==> src/rtl/bin_mul_pkg.sv <==
// Shared widths for the 6x6 unsigned array multiplier.
package bin_mul_pkg;
  localparam int A_W = 6;
  localparam int P_W = 12;
endpackage

==> src/rtl/bin_mul_full_adder.sv <==
// One-bit full adder cell used to build the multiplier array.
module full_adder (
  input  logic x,
  input  logic y,
  input  logic cin,
  output logic s,
  output logic cout
);
  assign s    = x ^ y ^ cin;
  assign cout = (x & y) | (x & cin) | (y & cin);
endmodule

==> src/rtl/bin_mul.sv <==
// Registered 6x6 unsigned multiplier: input register, shift-and-add array of
// full adders, output register. Product appears one edge after sampling.
module bin_mul
  import bin_mul_pkg::*;
(
  input  logic           clk,
  input  logic           rst,
  input  logic [A_W-1:0] a,
  input  logic [A_W-1:0] b,
  output logic [P_W-1:0] product
);
  logic [A_W-1:0] a_q, b_q;
  logic [P_W-1:0] product_q, product_d;
  logic [A_W-1:0] pp [A_W];

  // Row gi of partial products: a weighted by b bit gi.
  genvar gi, gj;
  generate
    for (gi = 0; gi < A_W; gi++) begin : g_pp
      assign pp[gi] = a_q & {A_W{b_q[gi]}};
    end

    // Each row adds the previous row's sum (shifted right by one, with its
    // carry-out as the new MSB) to the next partial-product row.
    for (gi = 1; gi < A_W; gi++) begin : g_row
      for (gj = 0; gj < A_W; gj++) begin : g_col
        logic x, ci, s, co;
        if (gj == 0) begin : g_ci0
          assign ci = 1'b0;
        end else begin : g_cin
          assign ci = g_row[gi].g_col[gj-1].co;
        end

        if (gi == 1) begin : g_x0
          if (gj < A_W - 1) begin : g_xs
            assign x = pp[0][gj+1];
          end else begin : g_xz
            assign x = 1'b0;
          end
        end else begin : g_xn
          if (gj < A_W - 1) begin : g_xs
            assign x = g_row[gi-1].g_col[gj+1].s;
          end else begin : g_xc
            assign x = g_row[gi-1].g_col[A_W-1].co;
          end
        end

        full_adder u_fa (
          .x   (x),
          .y   (pp[gi][gj]),
          .cin (ci),
          .s   (s),
          .cout(co)
        );
      end
      assign product_d[gi] = g_row[gi].g_col[0].s;
    end

    for (gj = 1; gj < A_W; gj++) begin : g_hi
      assign product_d[A_W-1+gj] = g_row[A_W-1].g_col[gj].s;
    end
  endgenerate

  assign product_d[0]     = pp[0][0];
  assign product_d[P_W-1] = g_row[A_W-1].g_col[A_W-1].co;

  always_ff @(posedge clk) begin
    if (rst) begin
      a_q       <= '0;
      b_q       <= '0;
      product_q <= '0;
    end else begin
      a_q       <= a;
      b_q       <= b;
      product_q <= product_d;
    end
  end

  assign product = product_q;
endmodule

==> config.mk <==
export PLATFORM = sky130hd
export DESIGN_NAME = bin_mul
export DESIGN_NICKNAME = d
export VERILOG_FILES = /design/src/rtl/bin_mul_pkg.sv /design/src/rtl/bin_mul_full_adder.sv /design/src/rtl/bin_mul.sv
export SDC_FILE = /design/constraint.sdc
export NUM_CORES = 1
export LEC_CHECK = 0
export BUFFER_PORTS_ARGS = -buffer_cell sky130_fd_sc_hd__clkbuf_2
export CAP_MARGIN = 25
export CORE_UTILIZATION = 50
export DETAILED_ROUTE_END_ITERATION = 10
export HOLD_SLACK_MARGIN = 0.05
export PLACE_DENSITY_LB_ADDON = 0.3
export SYNTH_ARGS = -nofsm -noshare
export SYNTH_HDL_FRONTEND = slang
export SYNTH_HIERARCHICAL = 1
export SYNTH_SLANG_ARGS = --single-unit
export TNS_END_PERCENT = 100
==> constraint.sdc <==
create_clock -name clk -period 6 [get_ports clk]
set_input_delay 0.3 -clock clk [delete_from_list [all_inputs] [get_ports clk]]
set_output_delay 0.3 -clock clk [all_outputs]
set_load 0.02 [all_outputs]
==> metrics.md, run 1 <==
| Metric | Value |
|---|---|
| Ant diodes | `0` |
| Final GP Congestion | `0.7689` |
| FF+latch count, synth | `24` |
| Arrival time at the worst endpoint | `about 6.7 ns` |
| H-tree depth | `1` |
| Post-DP HPWL | `~1800 um` |
| Core Region | `2805 um^2` |
| Initial antenna violation count | `0` |
| DR vias/cell | `about 4.8` |
| Max Root-Sink Buffers | `2` |
| RSZ-0062 raised after global routing | `yes` |
| Die ar. | `3260 um^2` |
| Power Density | `around 190 nW/um^2` |
| Setup Skew | `0.002549 ns` |
| Crit Path Category | `reg -> reg` |
| Port bufs | `25` |
| CTS tree | `built` |
| Worst-path maximum fanout | `2` |
| Syn_area_per_cell | `13.08 um^2` |
| Max Clk Rate | `155.7 MHz` |
| Die W | `about 57 um` |
| Capturing point of the worst reg2reg path | `product[10]` |
| Via count | `between 800 and 900` |
| CP Data Required Time | `around 6.3 ns` |
| Crit Reg-Reg Startpoint | `a_q[0]` |
| First-pass GRT wire length | `between 3000 and 4000 um` |
| Worst R2R Setup Slack | `-0.42 ns` |
| Largest net degree at the start of global routing | `25` |
| Post-synthesis cell count | `116` |
| Fin crit share | `107.1%` |
| Vias in the first global route | `930` |
| Worst-path clk slew | `roughly 0.12 ns` |
| Worst Setup End Kind | `register` |
| Clk root buf | `clkbuf_4` |
| Grt ovf | `0` |
| Fraction of layout cells with a size suffix above 1 | `about half` |
| Relative slew slack | `60.35%` |
| Post-Syn Area | `about 1500 um^2` |
| Hold Path Class | `in -> reg` |
| Fillcell total | `between 200 and 250` |
| Post-layout util | `approximately 64%` |
| Die Y | `57.10 um` |
| Placed Cells | `~180` |
| Ys Warns | `6` |
| Slew Limit Fails | `0` |
| Tmin final | `between 6 and 7 ns` |
| Clock sink count | `24` |
| Critical Path Start Type | `register` |
| Final setup fails | `3` |
| Max cap viols | `0` |
| CTS buffer count | `3` |
| Layout area overhead | `19.21%` |
| Hold-fix buffers, CTS | `0` |
| Least-Margin Pin Slew | `0.5947 ns` |
| Final WL | `2189 um` |
| DRT antenna net count | `0` |
| Post-synthesis cell type count | `9` |
| First-pass DRT Iterations | `7` |
| Final worst slack | `-0.4230 ns` |
| R2r worst-path depth | `16` |
| Post-Layout Cell Count | `around 180` |
| Worst Setup SP | `a_q[0]` |
| Fin nets | `198` |
| Status | `complete, but fails checks` |
| Post-DR wirelength/cell | `11.96 um` |
| Worst VDD drop | `111.3 uV` |
| GR Util All Layers | `between 15 and 20%` |
| Starting Density | `between 50 and 60%` |
| Sequential cell area fraction in the yosys report | `about a third` |
| Violated checks | `design-rule violations, negative setup slack` |
| # IOs | `26` |
| Hold violation count in the final report | `0` |
| Critical Path Sink | `product[10]` |
| First DRT Iteration DRCs | `7` |
| DRC viols | `2` |
| Leak pwr | `0.8168 nW` |
| # rows | `19` |
| Clk_lat worst skew | `0.31 ns` |
## cells in the mapped netlist, drive strengths merged
library cell / number / share of area [%]
and2b: 3 / 1.5
nor2b: 20 / 11
conb: 1 / 0.25
fa: 30 / 40
and2: 35 / 14
buf: 2 / 1.5
and3b: 1 / 0.58
dfxtp: 24 / 32
## cells by family (layout without fill, tap and decap cells)
group         Yosys count  after routing  share of synthesized area, %
fa+ha+maj              30             30                         39.57
buf+inv                 2             33                         1.484
other cells             1              6                        0.2471
flops                  24             24                         31.66
simple gates           59             59                         27.04
## power by group
| group | internal, W | leakage [nW] | total [W] | switching (W) |
|---|---|---|---|---|
| Sequential | 0.000174 | 0.200 | 0.000180 | 0.00000627 |
| Clock | 0.0000235 | 0.0138 | 0.0000690 | 0.0000455 |
| Combinational | 0.0000486 | 0.603 | 0.0000972 | 0.0000486 |
## metrics by stage
step / hold WS, ns / total power, W / setup TNS (ns) / setup slack, ns / instance area [um^2]
finish: 0.1838 / 0.0003466 / -0.8114 / -0.4230 / 1809
global placement: 0.5037 / 0.0002776 / -0.9343 / -0.4427 / 1772
CTS: 0.1710 / 0.0003555 / -0.9134 / -0.4475 / 1808
detailed placement: 0.5082 / 0.0002827 / -1.215 / -0.5339 / 1772
floorplan: 0.4252 / 0.0002554 / -0.4750 / -0.2700 / 1600
global route: 0.1676 / 0.0003747 / -1.221 / -0.5613 / 1809
## placed cells by master (no fill, tap or decap), types with 3 or more instances in the layout
cell      netlist  layout
and2_1         35      34
fa_2            0      26
clkbuf_2        0      25
dfxtp_1        24      21
nor2b_2        14      14
nor2b_1         6       6
conb_1          1       6
buf_4           0       5
fa_1           30       4
and2b_1         3       3
dfxtp_2         0       3
clkbuf_4        0       3
## layout make-up
class / instances / area (um^2) / share of cell area [%]
Multi-Input combinational cell: 95 / 1101 / 60.86
Sequential cell: 24 / 484.2 / 26.76
Timing Repair Buffer: 30 / 162.7 / 8.990
Tap cell: 31 / 38.79 / 2.144
Clock buffer: 3 / 22.52 / 1.245
## state kept, by name, indices dropped and copies added (netlist names)
| signal | count |
|---|---|
| product | 12 |
| a_q | 6 |
| b_q | 6 |
## critical path: stages (launching register included)
cell	delay [ns]
dfxtp_2	0.34
and2_4	0.16
fa_2	0.38
fa_2	0.35
fa_2	0.55
fa_2	0.45
fa_2	0.36
fa_2	0.36
fa_2	0.54
fa_2	0.45
fa_2	0.38
fa_2	0.34
fa_2	0.34
fa_2	0.35
fa_2	0.37
fa_2	0.52
nor2b_2	0.11
## timing repair
action,CTS,global route
resized for setup,3,1
endpoints found under the setup margin,3,3
setup buffers,1,0
pin swaps,6,5
## routing by layer
layer	GRT usage (%)	part of all wire (%)	wire length, um	vias up
li1	-	-	-	413
met1	18.17	39	863	443
met2	30.42	56	1229	20
met3	2.721	3.4	75	2
met4	5.226	0.96	21	0
met5	0	0	0	-
## worst min-delay path by stage
stage / startpoint / to / slack (ns) / depth (start not counted)
after floorplan: a[5] / a_q[5] / 0.43 / 1
after global placement: a[5] / a_q[5] / 0.50 / 2
after detailed placement: a[5] / a_q[5] / 0.51 / 2
after CTS: a[5] / a_q[5] / 0.17 / 2
after global routing: a[1] / a_q[1] / 0.17 / 2
final: a[5] / a_q[5] / 0.18 / 2
(Power assumes the default switching activity.)
==> run 2: changes to the inputs <==
--- a/config.mk
+++ b/config.mk
@@ -10,7 +10,7 @@
 export CORE_UTILIZATION = 50
 export DETAILED_ROUTE_END_ITERATION = 10
 export HOLD_SLACK_MARGIN = 0.05
-export PLACE_DENSITY_LB_ADDON = 0.3
+export PLACE_DENSITY_LB_ADDON = 0.15
 export SYNTH_ARGS = -nofsm -noshare
 export SYNTH_HDL_FRONTEND = slang
 export SYNTH_HIERARCHICAL = 1
==> run 2 against run 1 <==
  * Die area did not move
  * Clock-buffer cell count rose by 1
  * Non-clock buffer count did not move
  * Routed wire length fell by 1.3%
  * Fmax rose by 0.78%
  * Final area rose by 0.97%
  * Register-to-register slack improved by 0.05 ns
  * Largest cell class unchanged
  * Combinational power rose by 0.6%
  * Cell count rose by 0.55%
  * The flow still finishes with violations (design-rule violations, negative setup slack)
  * Sequential share of layout area fell by 0.33 points
==> metrics.md, run 2 (synthesis results as in run 1) <==
| Metric | Value |
|---|---|
| Hold-fix buffers, CTS | `0` |
| First-pass DRT Iterations | `7` |
| Fin nets | `slightly below 200` |
| Status | `complete, but fails checks` |
| Max reg flops | `12` |
| Area of the multi-input gates | `around 1100 um^2` |
| Fraction of layout cells with a size suffix above 1 | `50.33%` |
| Die Y | `roughly 57 um` |
| First-pass GRT wire length | `~3800 um` |
| Clk root buf | `clkbuf_4` |
| Largest net degree at the start of global routing | `25` |
| Die W | `approximately 57 um` |
| Worst R2R Setup Slack | `-0.37 ns` |
| Post-DP HPWL | `roughly 1700 um` |
| Starting Density | `around 54%` |
| Grt ovf | `0` |
| Most frequent cells in the layout | `and2_1, fa_2, clkbuf_2` |
| Crit Reg-Reg Startpoint | `b_q[1]` |
| Core Region | `~2800 um^2` |
| H-tree depth | `1` |
| Relative slew slack | `about three fifths` |
| Most common cell after layout, fill and taps aside | `and2_1` |
| Layout area overhead | `20.36%` |
| Max cap viols | `0` |
| Hold Path Class | `in -> reg` |
| Capturing point of the worst reg2reg path | `product[10]` |
| Port bufs | `25` |
| Max Root-Sink Buffers | `2` |
| Worst-path clk slew | `0.13 ns` |
| Setup Skew | `about 0.0027 ns` |
| Initial antenna violation count | `0` |
| Violated checks | `design-rule violations, negative setup slack` |
| Worst slack, placed | `-0.5513 ns` |
| Hold path depth | `2` |
| CP Data Required Time | `around 6.2 ns` |
| Worst Setup End Kind | `register` |
| CTS tree | `built` |
| Ant diodes | `0` |
| Final WL | `~2200 um` |
| FF+latch area | `about 480 um^2` |
| RSZ-0062 raised after global routing | `yes` |
| # IOs | `26` |
| Cell breakdown of the critical path | `and2_4, fa_2, fa_2, fa_2, fa_2, fa_2, fa_2, fa_2, fa_2, fa_2, fa_2, fa_2, fa_2, fa_2, fa_1, nor2b_4` |
| Clock sink count | `24` |
| Slew Limit Fails | `0` |
| CTS buffer count | `3` |
| Leak pwr | `0.8284 nW` |
| Post-DR wirelength/cell | `~12 um` |
| # rows | `19` |
| Final worst slack | `-0.3736 ns` |
| Post-layout util | `65.12%` |
| DRT antenna net count | `0` |
| R2r worst-path depth | `16` |
| Final GP Congestion | `~0.76` |
| Tmin final | `6.374 ns` |
| Fillcell total | `roughly 230` |
| Fin crit share | `106.2%` |
| CP most frequent cell | `fa_2` |
| GR Util All Layers | `about 16%` |
| Slowest CP cell | `fa_2` |
| Final setup fails | `3` |
| First DRT Iteration DRCs | `12` |
| Die ar. | `~3300 um^2` |
| Via count | `860` |
| Worst VDD drop | `between 100 and 150 uV` |
| Power Density | `198.1 nW/um^2` |
| Hold EP | `a_q[5]` |
| Worst-path maximum fanout | `2` |
| CP peak stage delay | `0.55 ns` |
| Hold violation count in the final report | `0` |
| Crit Path Category | `reg -> reg` |
| Arrival time at the worst endpoint | `around 6.6 ns` |
| Max Clk Rate | `approximately 160 MHz` |
| DR vias/cell | `about 4.7` |
| Least-Margin Pin Slew | `0.6147 ns` |
| DRC viols | `2` |
| Hold path start | `a[5]` |
| Critical Path Start Type | `register` |
| Vias in the first global route | `around 900` |
| Clk_lat worst skew | `about 0.31 ns` |
-- run 2: per-stage QoR --
step / hold slack (ns) / power (W) / area [um^2] / cells / TNS (ns)
after global placement: 0.5040 / 0.0002778 / 1764 / 178 / -0.9918
after global routing: 0.1677 / 0.0003900 / 1827 / 184 / -1.134
after floorplan: 0.4252 / 0.0002554 / 1600 / 121 / -0.4750
after CTS: 0.1653 / 0.0003711 / 1824 / 184 / -0.8885
after detailed placement: 0.5087 / 0.0002827 / 1764 / 178 / -1.255
final: 0.1827 / 0.0003619 / 1827 / 184 / -0.7044
-- run 2: critical path, delay by kind of cell (launching register included) --
kind	cells	cell delay (ns)
flip-flops	1	0.34
AND/OR/NAND/NOR	2	0.28
adder cells (fa/ha/maj)	14	5.63
-- run 2: final cells by class --
| class | instances | area share [%] |
|---|---|---|
| multi-input cells | 95 | 60.55 |
| repair buffers | 30 | 8.904 |
| well taps | 31 | 2.123 |
| clock buffers | 4 | 1.986 |
| flip-flops and latches | 24 | 26.44 |
-- run 2: routing by layer --
| metal | vias up | global-route usage (%) | wire [um] |
|---|---|---|---|
| met5 | - | 0 | 0 |
| met4 | 0 | 6.272 | 17 |
| met3 | 2 | 2.721 | 61 |
| met2 | 20 | 28.74 | 1184 |
| met1 | 425 | 18.75 | 897 |
| li1 | 413 | - | - |
-- run 2: worst max path at each step --
stage           start     endpoint  slack, ns  cells after the start
2_1_floorplan  b_q[1]  product[10]      -0.27                     16
3_5_place_dp   b_q[0]  product[10]      -0.55                     16
4_1_cts        b_q[1]  product[10]      -0.43                     16
5_1_grt        b_q[1]  product[10]      -0.52                     16
3_3_place_gp   b_q[0]  product[10]      -0.46                     16
6_report       b_q[1]  product[10]      -0.37                     16
-- run 2: timing repair --
| item | in CTS | in global routing |
|---|---|---|
| endpoints found under the setup margin | 3 | 3 |
| buffers inserted | 2 | 0 |
| gates resized for setup | 3 | 1 |
| pin swaps | 12 | 5 |
-- run 2: where the power goes --
group          switching, W  internal (W)
Combinational     0.0000487     0.0000490
Sequential       0.00000629      0.000174
Clock             0.0000467     0.0000370
Total              0.000102      0.000260
==> run 3: changes to the inputs <==
--- a/config.mk
+++ b/config.mk
@@ -7,6 +7,7 @@
 export LEC_CHECK = 0
 export BUFFER_PORTS_ARGS = -buffer_cell sky130_fd_sc_hd__clkbuf_2
 export CAP_MARGIN = 25
+export CORE_ASPECT_RATIO = 1.25
 export CORE_UTILIZATION = 50
 export DETAILED_ROUTE_END_ITERATION = 10
 export HOLD_SLACK_MARGIN = 0.05
==> run 3 against run 2 <==
  * The run ends with negative setup slack left
  * Clock skew shrank 0.0011 ns
  * Clock-buffer cell count shrank 1
  * Sequential power about the same
  * Cell count is 2.2% higher
  * Die area is essentially flat
==> metrics.md, run 3 (synthesis results as in run 1) <==
| Metric | Value |
|---|---|
| Initial antenna violation count | `0` |
| Port bufs | `25` |
| Final WL | `2170 um` |
| Die Y | `between 60 and 70 um` |
| Final Total Pwr | `0.0003467 W` |
| Die W | `about 50 um` |
| Layout area overhead | `19.87%` |
| Violated checks | `negative setup slack` |
| Final worst slack | `-0.4494 ns` |
| H-tree depth | `1` |
| # IOs | `26` |
| Hold violation count in the final report | `0` |
| Largest net degree at the start of global routing | `25` |
| Max reg flops | `12` |
| Leak pwr | `0.8173 nW` |
| Vias in the first global route | `928` |
| Critical Path Start Type | `register` |
| Final hold slack | `~0.19 ns` |
| Fraction of layout cells with a size suffix above 1 | `50.00%` |
| RSZ-0062 raised after global routing | `yes` |
| Via count | `about 900` |
| # rows | `22` |
| Clk root buf | `clkbuf_4` |
| Max Clk Rate | `roughly 160 MHz` |
| Least-Margin Pin Slew | `0.6641 ns` |
| GR Util All Layers | `between 15 and 20%` |
| Setup Skew | `0.001581 ns` |
| Power Density | `around 190 nW/um^2` |
| Crit Path Category | `reg -> reg` |
| Arrival time at the worst endpoint | `6.70 ns` |
| Post-layout util | `between 60% and 70%` |
| Clk_lat worst skew | `between 0.3 and 0.4 ns` |
| Post-DP HPWL | `about 1800 um` |
| Worst-path maximum fanout | `2` |
| Starting Density | `a little over half` |
| FF+latch area | `between 400 and 500 um^2` |
| Relative slew slack | `a little under three fifths` |
| Clock sink count | `24` |
| DR top layer | `met4` |
| Met2 routed WL | `1224 um` |
| Metal3 WL | `roughly 59 um` |
| DR vias/cell | `~4.7` |
| First-pass GRT wire length | `~3900 um` |
| Post-DR wirelength/cell | `11.54 um` |
| Worst-path clk slew | `0.12 ns` |
| Area of the multi-input gates | `about 1100 um^2` |
| Setup TNS | `-0.8755 ns` |
| Worst VDD drop | `between 150 and 200 uV` |
| Ant diodes | `0` |
| Final GP Congestion | `between 0.7 and 0.8` |
| Core Region | `2918 um^2` |
| First DRT Iteration DRCs | `5` |
| Slew Limit Fails | `0` |
| Worst R2R Setup Slack | `-0.45 ns` |
| Tmin final | `~6.4 ns` |
| CP Data Required Time | `6.26 ns` |
| Met1 Wirelength | `between 800 and 900 um` |
| Most common cell after layout, fill and taps aside | `and2_1` |
| Max cap viols | `0` |
| Hold-fix buffers, CTS | `0` |
| CTS buffer count | `3` |
| Die ar. | `~3300 um^2` |
| Fin nets | `198` |
| CTS tree | `built` |
| DRC viols | `0` |
| Most frequent cells in the layout | `and2_1, fa_2, clkbuf_2` |
| Hold Path Class | `in -> reg` |
| Fillcell total | `roughly 250` |
| Grt ovf | `0` |
| Fin crit share | `107.5%` |
| Status | `complete, but fails checks` |
| Max Root-Sink Buffers | `2` |
| First-pass DRT Iterations | `2` |
| Worst Setup End Kind | `register` |
| Final setup fails | `3` |
| DRT antenna net count | `0` |
## run 3: cell types whose count changed in the layout (fill, tap and decap cells not counted), sizes merged
cell | previous run | this run
clkbuf | 29 | 28
## run 3: worst paths after layout
kind           from           to  depth (start not counted)
max reg2reg  b_q[1]  product[10]                         16
min            a[5]       a_q[5]                          2
min reg2reg  b_q[0]   product[0]                          2
max          b_q[1]  product[10]                         16
## run 3: layer usage
metal,vias up,GRT usage [%]
met5,-,0
met4,0,9.122
met3,6,2.174
met2,20,28.95
met1,443,19.37
li1,416,-
## run 3: worst max-delay path, cell delays in order (launching register included)
cell and delay, ns:
dfxtp_2 0.34, and2_4 0.15, fa_2 0.38, fa_2 0.35, fa_2 0.54, fa_2 0.44
fa_2 0.37, fa_2 0.36, fa_2 0.55, fa_2 0.44, fa_2 0.36, fa_2 0.38
fa_2 0.36, fa_2 0.36, fa_2 0.37, fa_2 0.52, nor2b_4 0.11
## run 3: power breakdown
| part | internal (W) | leakage, nW | switching [W] |
|---|---|---|---|
| combinational | 0.0000484 | 0.604 | 0.0000484 |
| sequential | 0.000174 | 0.199 | 0.00000610 |
| clock | 0.0000235 | 0.0138 | 0.0000462 |
## run 3: final cells by class
cell class | count | area share (%)
multi-input combinational | 95 | 60.80
sequential | 24 | 26.55
timing repair buffer | 30 | 8.941
tap | 36 | 2.476
clock buffer | 3 | 1.238
## run 3: what timing repair did
action,in CTS,in global routing
setup endpoints to repair,3,3
pin swaps,18,5
buffers inserted,0,0
resized for setup,3,1
## run 3: per-stage QoR
stage          cell area [um^2]  instances  setup WS (ns)
2_1_floorplan              1600        121        -0.2700
3_3_place_gp               1785        185        -0.4351
3_5_place_dp               1785        185        -0.5584
4_1_cts                    1814        188        -0.4660
5_1_grt                    1819        188        -0.5969
6_report                   1819        188        -0.4494
